$ cat src/rtl/fetch_stage.sv
// fetch_stage: instruction fetch front end.
// Owns the PC, issues in-order word requests to instruction memory under a
// credit limit, buffers returned instructions with their PCs and hands them
// to decode. Redirects flush the buffer and squash in-flight responses.
`timescale 1ns/1ps

module fetch_stage #(
    parameter logic [31:0] RESET_PC   = 32'h0000_0000,
    parameter int unsigned FIFO_DEPTH = 4
) (
    input  logic        clk,
    input  logic        rst,

    output logic        imem_req_valid,
    input  logic        imem_req_ready,
    output logic [31:0] imem_req_addr,

    input  logic        imem_rsp_valid,
    input  logic [31:0] imem_rsp_data,

    input  logic        redirect_valid,
    input  logic [31:0] redirect_pc,

    output logic        dec_valid,
    input  logic        dec_ready,
    output logic [31:0] dec_instr,
    output logic [31:0] dec_pc,
    output logic        dec_fault
);

    localparam int unsigned PTR_W = $clog2(FIFO_DEPTH);
    localparam int unsigned CNT_W = $clog2(FIFO_DEPTH) + 1;
    localparam logic [CNT_W:0] DEPTH_EXT = (CNT_W + 1)'(FIFO_DEPTH);
    localparam logic [31:0] NOP_INSTR = 32'h0000_0013;

    typedef struct packed {
        logic [31:0] instr;
        logic [31:0] pc;
        logic        fault;
    } entry_t;

    // Architectural state
    logic [31:0]      pc_q, pc_d;
    logic [31:0]      rsp_pc_q, rsp_pc_d;
    logic [31:0]      fault_pc_q, fault_pc_d;
    logic [CNT_W-1:0] outst_q, outst_d;
    logic [CNT_W-1:0] drop_q, drop_d;
    logic [CNT_W-1:0] count_q, count_d;
    logic [PTR_W-1:0] rd_ptr_q, rd_ptr_d;
    logic [PTR_W-1:0] wr_ptr_q, wr_ptr_d;
    logic             halted_q, halted_d;
    logic             fault_pend_q, fault_pend_d;
    entry_t           fifo_q [FIFO_DEPTH];

    // Combinational helpers
    logic [CNT_W:0]   inflight_c;
    logic             credit_c;
    logic             req_fire_c;
    logic             rsp_fire_c;
    logic             pop_c;
    logic             push_c;
    logic             misaligned_c;
    entry_t           push_entry_c;
    entry_t           head_c;

    // Credit check: requests in flight plus buffered entries never exceed the buffer
    always_comb begin
        inflight_c = {1'b0, outst_q} + {1'b0, count_q};
        credit_c   = (inflight_c < DEPTH_EXT);
    end

    // Request channel and handshake qualifiers; all driven from registered state
    always_comb begin
        imem_req_valid = !rst && !halted_q && credit_c;
        imem_req_addr  = pc_q;
        req_fire_c     = imem_req_valid && imem_req_ready;
        rsp_fire_c     = imem_rsp_valid;
        misaligned_c   = (redirect_pc[1:0] != 2'b00);
    end

    // Decode side shows the FIFO head
    always_comb begin
        head_c    = fifo_q[rd_ptr_q];
        dec_valid = (count_q != '0);
        dec_instr = head_c.instr;
        dec_pc    = head_c.pc;
        dec_fault = head_c.fault;
        pop_c     = dec_valid && dec_ready;
    end

    // Next-state: PC advance, response accounting, redirect flush, fault injection
    always_comb begin
        pc_d         = pc_q;
        rsp_pc_d     = rsp_pc_q;
        fault_pc_d   = fault_pc_q;
        drop_d       = drop_q;
        count_d      = count_q;
        rd_ptr_d     = rd_ptr_q;
        wr_ptr_d     = wr_ptr_q;
        halted_d     = halted_q;
        fault_pend_d = fault_pend_q;
        push_c       = 1'b0;
        push_entry_c = '0;

        outst_d = outst_q + CNT_W'(req_fire_c) - CNT_W'(rsp_fire_c);

        if (req_fire_c) begin
            pc_d = pc_q + 32'd4;
        end

        if (pop_c) begin
            rd_ptr_d = rd_ptr_q + PTR_W'(1);
        end

        if (redirect_valid) begin
            // Everything still in flight after this cycle belongs to the old path
            pc_d         = redirect_pc;
            rsp_pc_d     = redirect_pc;
            fault_pc_d   = redirect_pc;
            drop_d       = outst_d;
            halted_d     = misaligned_c;
            fault_pend_d = misaligned_c;
            rd_ptr_d     = '0;
            wr_ptr_d     = '0;
            count_d      = '0;
        end else begin
            if (rsp_fire_c) begin
                if (drop_q != '0) begin
                    drop_d = drop_q - CNT_W'(1);
                end else begin
                    push_c       = 1'b1;
                    push_entry_c = '{instr: imem_rsp_data, pc: rsp_pc_q, fault: 1'b0};
                    rsp_pc_d     = rsp_pc_q + 32'd4;
                end
            end else if (fault_pend_q && (drop_q == '0)) begin
                // Fault marker waits until stale responses have drained
                push_c       = 1'b1;
                push_entry_c = '{instr: NOP_INSTR, pc: fault_pc_q, fault: 1'b1};
                fault_pend_d = 1'b0;
            end

            if (push_c) begin
                wr_ptr_d = wr_ptr_q + PTR_W'(1);
            end
            count_d = count_q + CNT_W'(push_c) - CNT_W'(pop_c);
        end
    end

    // Control and pointer registers
    always_ff @(posedge clk or posedge rst) begin
        if (rst) begin
            pc_q         <= RESET_PC;
            rsp_pc_q     <= RESET_PC;
            fault_pc_q   <= '0;
            outst_q      <= '0;
            drop_q       <= '0;
            count_q      <= '0;
            rd_ptr_q     <= '0;
            wr_ptr_q     <= '0;
            halted_q     <= 1'b0;
            fault_pend_q <= 1'b0;
        end else begin
            pc_q         <= pc_d;
            rsp_pc_q     <= rsp_pc_d;
            fault_pc_q   <= fault_pc_d;
            outst_q      <= outst_d;
            drop_q       <= drop_d;
            count_q      <= count_d;
            rd_ptr_q     <= rd_ptr_d;
            wr_ptr_q     <= wr_ptr_d;
            halted_q     <= halted_d;
            fault_pend_q <= fault_pend_d;
        end
    end

    // Instruction buffer storage; cleared on reset so decode outputs read zero
    always_ff @(posedge clk or posedge rst) begin
        if (rst) begin
            for (int i = 0; i < int'(FIFO_DEPTH); i++) begin
                fifo_q[i] <= '0;
            end
        end else if (push_c) begin
            fifo_q[wr_ptr_q] <= push_entry_c;
        end
    end

endmodule

$ cat config.mk
export PLATFORM = sky130hd
export DESIGN_NAME = fetch_stage
export DESIGN_NICKNAME = d
export VERILOG_FILES = /design/src/rtl/fetch_stage.sv
export SDC_FILE = /design/constraint.sdc
export NUM_CORES = 1
export LEC_CHECK = 0
export CAP_MARGIN = 10
export CORE_ASPECT_RATIO = 1.25
export CORE_UTILIZATION = 40
export CTS_BUF_LIST = sky130_fd_sc_hd__clkbuf_8
export CTS_CLUSTER_DIAMETER = 40
export DETAILED_ROUTE_END_ITERATION = 7
export GPL_TIMING_DRIVEN = 1
export SYNTH_ARGS = -nofsm -noshare
export SYNTH_HDL_FRONTEND = slang
export SYNTH_SLANG_ARGS = --single-unit
$ cat constraint.sdc
create_clock -name clk -period 13.34 [get_ports clk]
set_input_delay 2.001 -clock clk [delete_from_list [all_inputs] [get_ports clk]]
set_output_delay 2.001 -clock clk [all_outputs]
set_load 0.02 [all_outputs]
==> flow_metrics.py <==
metrics = {
    "clocking": {
        "cts-root-buf": "clkbuf_8",
        "clkLatencyLatePin_ns": 0.66,
        "cts.sinks": 371,
        "htreeDepth": 2,
        "cts_tree": "yes",
        "clk_pin_slew_ns": 0.06,
        "clk_path_buf_depth": 3,
        "hold_buffers": 0,
        "cts_made_buffers": 61,
        "cts.repair.resized": 0,
        "cts_setup_buffers": 0,
    },
    "pwr": {
        "power_switching_mw": 0.989,
        "powerDensity_nw_per_um2": 160,
        "power.share.clock_pct": 33.3,
        "ir_drop_v": 0.0000904,
        "p_leak_nw": 8.45,
        "sw_frac_of_total_pct": 30.8,
        "internal_power_mw": 2.22,
        "p_comb_share_pct": 23.7,
        "pwr-share-seq_pct": 43.0,
    },
    "sta": {
        "slew-limit-headroom_pct": 24.6,
        "worstMarginPinSlew_ns": 1.12,
        "holdWs_ns": 0.474,
        "min_period_ns": 5.53,
        "fin_worst_skew_ns": 0.0475,
        "fin_tns_setup_ns": 0,
        "worst_slack_ns": 7.81,
        "setup_violations": 0,
        "rsz0062_at_grt": "no",
        "max_freq_mhz": 181,
        "final_hold_viol_count": 0,
        "drv_slew": 0,
        "min_period_over_period_pct": 41.4,
    },
    "floorplanning": {
        "ioPinCount": 169,
        "dieArea_sq_um": 42600,
        "die_width_um": 185,
        "die_h_um": 230,
        "num_rows": 83,
        "core_sq_um": 41100,
        "start_util_pct": 40.6,
    },
    "grt": {
        "antenna_found_initial": 1,
        "grt_max_degree": 144,
        "met3_usage_pct": 2.97,
        "met2_usage_pct": 30.8,
        "grt_busiest_layer": "met2",
        "grt_use_total_pct": 19.3,
        "grt-ovfl-total": 0,
        "met1_usage_pct": 27.1,
        "grt_first_pass_wirelength_mm": 64.5,
        "grt_pass1_vias": 11872,
    },
    "place": {
        "place_ws_ns": 7.81,
        "gp_congestion": 0.780,
        "dpl-instance-area_sq_um": 18800,
        "io_buffer_count": 168,
        "dpl.hpwl_mm": 25.0,
    },
    "synthesis": {
        "syn_avg_cell_area_sq_um": 11.1,
        "yosys_warnings": 0,
        "ys_ff_latch": 371,
        "yosysSeqAreaShare_pct": 55.6,
        "synthCells": 1505,
        "yosysUniqueCellTypes": 49,
        "synth_fp_nets": 1591,
        "synth_area_sq_um": 16700,
    },
    "cells_and_area": {
        "fin_nets": 1731,
        "final_common_cell": "dfrtp_1",
        "final_area_sq_um": 20100,
        "drive_gt1_share_pct": 16.1,
        "finish.utilization_pct": 48.9,
        "fillers": 3862,
        "area_growth_pct": 20.5,
        "layout_common_cells": "369 x dfrtp_1, 303 x nand2_1, 258 x o21ai_0",
    },
    "job": {
        "cap_viol_max_count": 0,
    },
    "drt": {
        "avgRoutedWirePerCell_um": 17.6,
        "vias_per_cell": 5.17,
        "vias": 11631,
        "drc": 0,
        "wl_mm": 39.6,
        "ant_nets": 0,
        "drt_pass1_iterations": 5,
        "first_iter_violations": 590,
    },
    "setup_path": {
        "worstSetupStartpointType": "input pin",
        "crit_top_cell": "clkdlybuf4s50_1",
        "worst_path_dominant_cell_family": "buffers and inverters",
        "crit_arrival_ns": 3.52,
        "worstPathBufferInverterCount": 2,
        "critPathKind": "input pin to output port",
        "critPathMaxFanout": 2,
        "worstPathRequired_ns": 11.34,
        "crit_path_cell_trace": "clkdlybuf4s50_1 > nor3_1 > and3_1 > clkdlybuf4s50_1",
        "crit_slowest_cell": "clkdlybuf4s50_1",
        "max_stage_delay_ns": 0.60,
        "critPathCaptureType": "output port",
    },
    "hold_path": {
        "hold_class": "register to register",
    },
    "status": {
        "status": "finished, final reports clean",
    },
}
==> kinds of logic (layout without fill, tap and decap cells) <==
| family | after synthesis | in the layout | synth area share, % |
|---|---|---|---|
| simple gates | 453 | 453 | 12.0 |
| other cells | 0 | 1 | 0 |
| mux | 147 | 147 | 14.3 |
| compound gates | 328 | 328 | 10.6 |
| buf+inv | 134 | 324 | 3.27 |
| xor+xnor | 56 | 56 | 2.94 |
| fa+ha+maj | 16 | 16 | 1.29 |
| flops | 371 | 371 | 55.6 |
==> power groups by stage <==
stage | sequential, mW | combinational, mW | clock (mW)
3_5_place_dp | 1.40 | 0.776 | 0
4_1_cts | 1.38 | 0.778 | 1.10
6_report | 1.38 | 0.763 | 1.07
5_1_grt | 1.41 | 0.838 | 1.15
3_3_place_gp | 1.40 | 0.767 | 0
2_1_floorplan | 1.36 | 0.518 | 0
==> state kept, by name (all words and copies together), names as in the netlist <==
name	cells
wr_ptr_q	2
drop_q	3
rd_ptr_q	2
fault_pc_q	32
imem_req_addr	32
fault_pend_q	1
outst_q	3
fifo_q	260
rsp_pc_q	32
halted_q	1
count_q	3
==> synth_stat cells, drive strengths merged <==
cell type	n	area share, %
a211oi	1	0.045
a21oi	12	0.36
inv	30	0.67
nand4	29	1.1
nand3b	1	0.045
mux2	82	5.5
dfrtp	371	56
nor4	6	0.37
o31a	2	0.10
a21o	2	0.090
clkbuf	80	1.8
buf	24	0.79
nor2b	4	0.15
nor2	29	0.70
and4	5	0.26
o31ai	2	0.090
xnor2	37	1.9
a22oi	32	1.4
o21ai	264	7.9
nand2	307	6.9
or3	5	0.19
or4	1	0.045
and2	6	0.23
nor3b	1	0.045
nor3	21	0.63
a41oi	1	0.052
xor2	19	1.0
a21boi	4	0.18
mux4	65	8.8
a31oi	6	0.22
o21a	2	0.090
ha	14	1.0
or3b	1	0.052
or2	1	0.037
fa	2	0.24
nand2b	4	0.15
and3	10	0.38
nand3	21	0.63
and3b	1	0.052
==> path summary, 6_finish.rpt <==
check,from,endpoint,slack [ns],depth (start not counted)
max,rst,imem_req_valid,7.81,4
min,fifo_q[179],fifo_q[179],0.47,2
max reg2reg,count_q[1],drop_q[2],9.88,11
min reg2reg,fifo_q[179],fifo_q[179],0.47,2
max in group asynchronous,rst,fifo_q[205],9.58,3
min in group asynchronous,rst,halted_q,2.04,2
==> final cells by class <==
cell class / count / area, sq um / share of cell area (%)
well taps: 552 / 691 / 3.43
clock inverters: 39 / 323 / 1.60
repair buffers: 181 / 1770 / 8.82
flip-flops and latches: 371 / 9290 / 46.2
multi-input cells: 1000 / 6900 / 34.3
inverters: 30 / 120 / 0.597
clock buffers: 74 / 1020 / 5.06
diodes: 1 / 2.50 / 0.0124
==> per-layer routing <==
layer | part of all wire [%] | vias up
met4 | 2.2 | 0
met1 | 46 | 5724
li1 | - | 5569
met3 | 4.5 | 60
met2 | 47 | 278
met5 | 0 | -
==> worst reg2reg max path: cells and delay by family, from the launching register on <==
| family | cells | cell delay [ns] |
|---|---|---|
| flops | 1 | 0.44 |
| simple gates | 3 | 1.12 |
| xor+xnor | 1 | 0.25 |
| buf+inv | 2 | 0.28 |
| fa+ha+maj | 4 | 1.20 |
| compound gates | 1 | 0.10 |
==> metrics by stage <==
stage	power [mW]	instances
floorplan	1.88	1505
global placement	2.16	2134
detailed placement	2.18	2134
CTS	3.27	2247
global route	3.40	2248
finish	3.21	2248
Power figures use the tool's default switching activity.
